**config.mk**
```make
export PLATFORM = sky130hd
export DESIGN_NAME = toycpu_seq_flat
export DESIGN_NICKNAME = d
export VERILOG_FILES = /design/src/rtl/toycpu_seq_if.sv /design/src/rtl/toycpu_seq.sv /design/src/flat_wrapper.sv
export SDC_FILE = /design/constraint.sdc
export NUM_CORES = 1
export LEC_CHECK = 0
export ABC_AREA = 1
export ABC_CLOCK_PERIOD_IN_PS = 1300
export CAP_MARGIN = 20
export CORE_ASPECT_RATIO = 0.9
export CORE_MARGIN = 5
export CORE_UTILIZATION = 42
export CTS_CLUSTER_DIAMETER = 200
export DETAILED_ROUTE_END_ITERATION = 7
export HOLD_SLACK_MARGIN = 0.02
export PLACE_DENSITY = 0.79
export SYNTH_ARGS = -nofsm -noshare
export SYNTH_HDL_FRONTEND = slang
export SYNTH_SLANG_ARGS = --single-unit
```
**constraint.sdc**
```tcl
create_clock -name clk -period 1.3 [get_ports clk]
set_input_delay 0.195 -clock clk [delete_from_list [all_inputs] [get_ports clk]]
set_output_delay 0.195 -clock clk [all_outputs]
set_load 0.01 [all_outputs]
```
**src/rtl/toycpu_seq_if.sv**
```systemverilog
// Instruction-memory fetch port for the toy CPU sequencer.
//   imem_req   : fetch request, held until acknowledged
//   imem_addr  : fetch address (PC_W bits)
//   imem_ack   : memory acknowledge, imem_rdata valid in the same cycle
//   imem_rdata : 16-bit instruction word
// master = sequencer side, slave = memory side.
interface toycpu_seq_if #(
  parameter int unsigned PC_W = 8
);
  logic            imem_req;
  logic [PC_W-1:0] imem_addr;
  logic            imem_ack;
  logic [15:0]     imem_rdata;

  modport master (
    output imem_req,
    output imem_addr,
    input  imem_ack,
    input  imem_rdata
  );

  modport slave (
    input  imem_req,
    input  imem_addr,
    output imem_ack,
    output imem_rdata
  );
endinterface

```
**src/rtl/toycpu_seq.sv**
```systemverilog
// Instruction sequencer for the toy CPU.
// Fetches 16-bit instructions over the imem request/acknowledge port,
// decodes them and drives the ALU opcode, register-file addresses and
// write strobe. Conditional branches consume the ALU's registered flags.
//
// Ports:
//   clk        : clock, rising edge
//   rst        : asynchronous, active-low reset
//   imem       : fetch port (toycpu_seq_if.master)
//   alu_op     : 4'h0 ADD, 4'hF MV (pass in1); 4'hF whenever idle
//   cFlag/zFlag: registered ALU carry / zero flags
//   rf_raddr1  : in1 register (rs for MV, else rd)
//   rf_raddr2  : in2 register (rs)
//   rf_waddr   : write-back register (rd)
//   rf_we      : write strobe (ADD, LDI, MV in EXEC)
//   rf_wsel    : write-data select, 0 ALU out, 1 imm (LDI)
//   imm        : zero-extended imm8
//   retire     : one-cycle pulse per completed instruction
//   halted     : high while in HALT
//
// Build option: define TOYCPU_HALT_EN to make opcode 14 enter an absorbing
// HALT state; otherwise opcode 14 is a NOP and halted is tied low.
module toycpu_seq #(
  parameter int unsigned PC_W = 8
) (
  input  logic               clk,
  input  logic               rst,
  toycpu_seq_if.master       imem,
  output logic [3:0]         alu_op,
  input  logic               cFlag,
  input  logic               zFlag,
  output logic [3:0]         rf_raddr1,
  output logic [3:0]         rf_raddr2,
  output logic [3:0]         rf_waddr,
  output logic               rf_we,
  output logic               rf_wsel,
  output logic [15:0]        imm,
  output logic               retire,
  output logic               halted
);

  typedef enum logic [1:0] {
    FETCH = 2'd0,
    EXEC  = 2'd1
`ifdef TOYCPU_HALT_EN
    ,
    HALT  = 2'd2
`endif
  } state_t;

  state_t          state, state_nxt;
  logic [PC_W-1:0] pc, pc_nxt;
  logic [15:0]     ir, ir_nxt;

  logic [3:0] op, rd, rs;
  logic [7:0] imm8;
  logic [PC_W-1:0] target;

  assign op     = ir[15:12];
  assign rd     = ir[11:8];
  assign rs     = ir[7:4];
  assign imm8   = ir[7:0];
  assign target = PC_W'(imm8);

  always_ff @(posedge clk or negedge rst) begin
    if (!rst) begin
      state <= FETCH;
      pc    <= '0;
      ir    <= '0;
    end else begin
      state <= state_nxt;
      pc    <= pc_nxt;
      ir    <= ir_nxt;
    end
  end

  always_comb begin
    state_nxt     = state;
    pc_nxt        = pc;
    ir_nxt        = ir;
    imem.imem_req = 1'b0;
    alu_op        = 4'hF;
    rf_we         = 1'b0;
    rf_wsel       = 1'b0;
    retire        = 1'b0;
    case (state)
      FETCH: begin
        // The reset state is FETCH, yet the request must read 0 while
        // reset is held, so it is qualified by the reset input itself.
        imem.imem_req = rst;
        if (imem.imem_ack) begin
          ir_nxt    = imem.imem_rdata;
          pc_nxt    = pc + PC_W'(1);
          state_nxt = EXEC;
        end
      end
      EXEC: begin
        retire    = 1'b1;
        state_nxt = FETCH;
        case (op)
          4'h0: begin
            alu_op = 4'h0;
            rf_we  = 1'b1;
          end
          4'h1: begin
            rf_we   = 1'b1;
            rf_wsel = 1'b1;
          end
          4'h2: pc_nxt = target;
          4'h3: if (zFlag) pc_nxt = target;
          4'h4: if (cFlag) pc_nxt = target;
`ifdef TOYCPU_HALT_EN
          4'hE: state_nxt = HALT;
`endif
          4'hF: rf_we = 1'b1;
          default: ;
        endcase
      end
`ifdef TOYCPU_HALT_EN
      HALT: state_nxt = HALT;
`endif
      default: state_nxt = FETCH;
    endcase
  end

  assign imem.imem_addr = pc;
  assign rf_raddr1      = (op == 4'hF) ? rs : rd;
  assign rf_raddr2      = rs;
  assign rf_waddr       = rd;
  assign imm            = {8'h00, imm8};

`ifdef TOYCPU_HALT_EN
  assign halted = (state == HALT);
`else
  assign halted = 1'b0;
`endif

endmodule

```
**src/flat_wrapper.sv**
```systemverilog
// flat-port wrapper written by rule: the top's interface ports become plain ports
module toycpu_seq_flat 
#(
  parameter int unsigned PC_W = 8
)
  (clk, rst, alu_op, cFlag, zFlag, rf_raddr1, rf_raddr2, rf_waddr, rf_we, rf_wsel, imm, retire, halted, imem_imem_req, imem_imem_addr, imem_imem_ack, imem_imem_rdata);
  toycpu_seq_if #(.PC_W(PC_W)) imem_i ();
  input  logic clk;
  input  logic rst;
  output logic [3:0] alu_op;
  input  logic cFlag;
  input  logic zFlag;
  output logic [3:0] rf_raddr1;
  output logic [3:0] rf_raddr2;
  output logic [3:0] rf_waddr;
  output logic rf_we;
  output logic rf_wsel;
  output logic [15:0] imm;
  output logic retire;
  output logic halted;
  output wire logic [$bits(imem_i.imem_req)-1:0] imem_imem_req;
  output wire logic [$bits(imem_i.imem_addr)-1:0] imem_imem_addr;
  input wire logic [$bits(imem_i.imem_ack)-1:0] imem_imem_ack;
  input wire logic [$bits(imem_i.imem_rdata)-1:0] imem_imem_rdata;
  assign imem_imem_req = imem_i.imem_req;
  assign imem_imem_addr = imem_i.imem_addr;
  assign imem_i.imem_ack = imem_imem_ack;
  assign imem_i.imem_rdata = imem_imem_rdata;
  toycpu_seq #(.PC_W(PC_W)) u_core (.clk(clk), .rst(rst), .imem(imem_i), .alu_op(alu_op), .cFlag(cFlag), .zFlag(zFlag), .rf_raddr1(rf_raddr1), .rf_raddr2(rf_raddr2), .rf_waddr(rf_waddr), .rf_we(rf_we), .rf_wsel(rf_wsel), .imm(imm), .retire(retire), .halted(halted));
endmodule
```
---- Yosys cells after proc, flatten, opt, wreduce, memory -nomap -nowiden ----
Index checks and enable logic that the tools add are counted.
storage, ports and cells
  register bits ........................... 26
  bits of input ports ..................... 21
  output and inout bits ................... 45
operators by class
  add/subtract/negate cells ............... 1
  equality and inequality tests ........... 10
  multiplexer cells ....................... 16
  reductions and logical operators ........ 6
operators by type and width
  kind                                                    number
  2-to-1 mux 8 bit                                        3
  case mux 8 bit (3 select lines)                         1
  case mux 8 bit (2 select lines)                         1
  2-to-1 mux 4 bit                                        3
  adder 8 x 1 -> 8 bit (second input constant)            1
  equality test 4 x 2 -> 1 bit (second input constant)    2
  2-to-1 mux 1 bit                                        6
  inequality test 3 bit (second input constant)           2
  AND reduction 5 bit                                     1
  equality test 4 x 1 -> 1 bit (second input constant)    1
  equality test 4 x 3 -> 1 bit (second input constant)    1
  equality test 4 bit (second input constant)             1
  logical NOT 4 bit                                       1
  2-to-1 mux 2 bit                                        2
  inequality test 4 x 3 -> 1 bit (second input constant)  1
  OR reduction 3 bit                                      1
  equality test 2 x 1 -> 1 bit (second input constant)    1
  logical NOT 2 bit                                       1
  inequality test 2 bit (second input constant)           1
  AND reduction 2 bit                                     1
  nonzero test 2 bit                                      1

---- Longest topological paths before layout ----
  word-level depth ........................ 4
  depth in mapped cells ................... 8
  mapped depth without buffers ............ 8

---- Worst setup path before layout ----
OpenSTA, ideal clock, no wires.
  path type ............................... reg-to-reg
  start point ............................. register u_core.pc[0] (netlist: u_core.imem.imem_addr[0])
  end point ............................... register u_core.pc[2] (netlist: u_core.imem.imem_addr[2])
  setup time .............................. 0.118 ns
  arrival ................................. 1.157 ns
  required time ........................... 1.182 ns
  path slack .............................. 0.026 ns
  cell stages (with the launch flop) ...... 7
  path buffers ............................ 0
  clock period less this slack ............ 1.274 ns
  cell sequence ........................... dfrtp_1 ha_1 or2_2 nand3_1 o21ai_0 nand2_1 nand2_1
on the way
  cells in the longest elaborated chain, start to end .. 3
RTL lines
  element                          RTL line          source
  start: declaration               toycpu_seq.sv:52  logic [PC_W-1:0] pc, pc_nxt;
  start signal: assignment         toycpu_seq.sv:72  pc <= pc_nxt;
  adder 8 x 1 -> 8 bit             toycpu_seq.sv:93  pc_nxt = pc + PC_W'(1);
  2-to-1 mux 8 bit                 toycpu_seq.sv:91  if (imem.imem_ack) begin
  case mux 8 bit (2 select lines)  toycpu_seq.sv:86  case (state)
No other way between the ends. The select of a mux whose other input is x is not followed.
A chain may end at the register's enable or synchronous reset.

---- Worst setup path after layout ----
  start point ............................. register u_core.ir[13]
  end point ............................... output rf_raddr1[3]
on the way
  cells in the longest elaborated chain, start to end .. 2
RTL lines
  element                   RTL line            source
  start: declaration        toycpu_seq.sv:53    logic [15:0] ir, ir_nxt;
  start signal: assignment  toycpu_seq.sv:73    ir <= ir_nxt;
  equality test 4 bit       toycpu_seq.sv:127   assign rf_raddr1 = (op == 4'hF) ? rs : rd;
  2-to-1 mux 4 bit          toycpu_seq.sv:127
  end: declaration          flat_wrapper.sv:13  output logic [3:0] rf_raddr1;
No other way between the ends.

==> results.ini <==
[power]
power_density_nw_per_um2=1200
switching_power_mw=1.03
comb_power_share_pct=47.2
power.internal_mw=1.82
leakage_nw=1.27
sw_frac_of_total_pct=36.0
power_frac_seq_pct=36.4
power_frac_clock_pct=16.3
irDropWorstVdd_mv=0.892
power.total_mw=2.85

[drt]
dr.pass1.iters=4
ant_nets=0
drcViolationCount=0
first_iter_violations=81
routed_via_density=4.41
vias=1492
drt-wirelength-per-cell_um=11.5
drt_wl_total_um=3900

[worst_setup_path]
r2r_cells=10
worst-path-buf-inv=3
r2r_start=u_core.ir[13]
cp-end-kind=primary output
crit_path_cell_trace=nand2_2 > nor3_4 > inv_2 > buf_6 > nand2_2 > nand2_2 > buf_6
critPathArrivalTime_ps=1350
r2r-end=u_core.imem.imem_addr[5]
path_class=reg2out
cpPeakStageDelay_ps=410
cp.required_ps=1110
critical_path.top_delay_family=flip-flops
start_kind=flop
cp_common_cell=nand2_2
ff2ff_setup_slack_ps=-200
cp_slowest_cell=dfrtp_1
crit_fanout=4

[sta]
final.period_utilization_pct=118
hold_slack_ps=365
max_freq_ghz=0.649
hold_violations=0
fin_skew_ps=2.13
tns_ps=-3570
timing.final.max_slew_violations=0
worst_slack_ps=-240
rsz0062_at_grt=yes
period_needed_ps=1540
finalSetupViolations=19

[grt]
grt_pass1_wl_um=6350
antenna_found_initial=0
track_usage_pct=16.1
overflow=0
grt_max_degree=26
grt_pass1_vias=1395

[min_path]
min_path_type=in2async

[cts]
clock_sinks=25
holdBufCountCts=0
cts.clk_slew.worst_paths_ps=90
clkLatencyLatePin_ps=270
cts_max_path_buffers=2
cts_tree=yes
cts-root-buf=clkbuf_8
htree_levels=1
cts_buffers=3

[layout]
instances_no_fill=338
diodes=0
layout.nets=315
area.growth.synth_to_final_pct=52.2
drive_above_1_share_pct=28.8

[placement]
io_buffers=56
dpl.cell_count=323
place_congestion=0.822
pre_cts_ws_ps=-364
hpwlAfterDp_um=2910

[synthesis]
async_reset_ff_share_pct=100
synth_area_sq_um=1560
syn_avg_cell_area_sq_um=7.14
ys_ff_latch=25
yosysWarnings=0
netlist_instances=219
ys_seq_area_share_pct=40.0
synth-edff-count=0
synth.distinct_cells=24
synth_ff_type=dfrtp_1

[status]
status=complete, but fails checks
violations=setup timing

[floorplan]
fp.dieH_um=67.9
die_area_sq_um=5040
pin_count=66
initial_utilization_pct=42.8
core_area_sq_um=3650
row_count=21
dieWidth_um=74.3

[flow_run]
drv_cap=0

## timing repair
action	CTS	global route
setup buffers	9	2
endpoints found under the setup margin	59	29
gates resized for setup	89	25
pin swaps	12	17
## cells in the final DEF, fill, tap and decap left out, types with 3 or more instances in the layout
master,netlist,routed
inv_2,3,4
inv_1,9,8
clkdlybuf4s15_1,0,4
clkdlybuf4s50_1,0,20
conb_1,1,9
nand2_4,1,3
nor2_1,11,9
nand2_2,1,10
buf_4,28,32
buf_2,4,5
dlygate4sd2_1,0,20
nand2_1,102,91
buf_6,1,12
o21ai_0,7,7
dfrtp_1,25,23
nand3_1,11,9
clkbuf_8,0,3
nor2_4,1,4
## worst max-delay path by stage
stage                             startpoint                       end  slack, ps  cells past startpoint
floorplan           u_core.imem.imem_addr[0]  u_core.imem.imem_addr[2]         30                      6
global placement               u_core.ir[13]              rf_raddr1[1]       -340                      7
detailed placement             u_core.ir[13]              rf_raddr1[0]       -360                      7
CTS                            u_core.ir[13]              rf_raddr1[3]       -290                      7
global route                   u_core.ir[13]              rf_raddr1[0]       -330                      7
finish                         u_core.ir[13]              rf_raddr1[3]       -240                      7
## synthesized netlist by cell type (2+ instances only)
| library cell | instances | area [sq um] |
|---|---|---|
| inv_2 | 3 | 11.3 |
| a21oi_1 | 2 | 10.0 |
| nor2_2 | 3 | 18.8 |
| nand3_1 | 11 | 55.1 |
| buf_2 | 4 | 20.0 |
| nand2_1 | 102 | 383 |
| inv_1 | 9 | 33.8 |
| o21bai_1 | 2 | 15.0 |
| nor2_1 | 11 | 41.3 |
| dfrtp_1 | 25 | 626 |
| buf_4 | 28 | 210 |
| o21ai_0 | 7 | 35.0 |
## per-stage QoR
stage	cell area [sq um]	util (%)
after floorplan	1590	-
after global placement	2170	59.5
after detailed placement	2170	59.5
after CTS	2280	62.5
after global routing	2380	65.1
final	2380	65.1
## routing by layer
layer | up-vias | GRT usage (%) | wire length, um
met2 | 45 | 28.7 | 2050
met4 | 0 | 1.33 | 12
met1 | 658 | 20.6 | 1560
li1 | 787 | - | -
met5 | - | 0 | 0
met3 | 2 | 4.26 | 273
## kinds of logic after synthesis
logic type	Yosys count	synth area share, %
other	1	0.240
AND/OR/NAND/NOR	135	36.4
AO/OA/AOI/OAI	12	4.16
buffers and inverters	45	18.3
flip-flops	25	40.0
adder cells (fa/ha/maj)	1	0.801
## registers in the layout, summed over array words and instances, names as in the netlist
name                   cells
u_core.imem.imem_addr      8
u_core.state               1
u_core.ir                 16
## power groups by stage
stage | Clock, mW | Sequential, mW | Combinational (mW)
floorplan | 0 | 1.14 | 0.582
global placement | 0 | 1.10 | 1.19
detailed placement | 0 | 1.11 | 1.22
CTS | 0.474 | 1.04 | 1.27
global route | 0.497 | 1.06 | 1.50
finish | 0.466 | 1.04 | 1.35
## final cells by class
| type | count | area [sq um] |
|---|---|---|
| multi-input combinational | 157 | 778 |
| clock inverter | 1 | 7.51 |
| fill | 303 | 1270 |
| timing repair buffer | 94 | 821 |
| inverter | 12 | 45.0 |
| clock buffer | 3 | 41.3 |
| tap | 46 | 57.6 |
| sequential | 25 | 628 |
(Power assumes the default switching activity.)
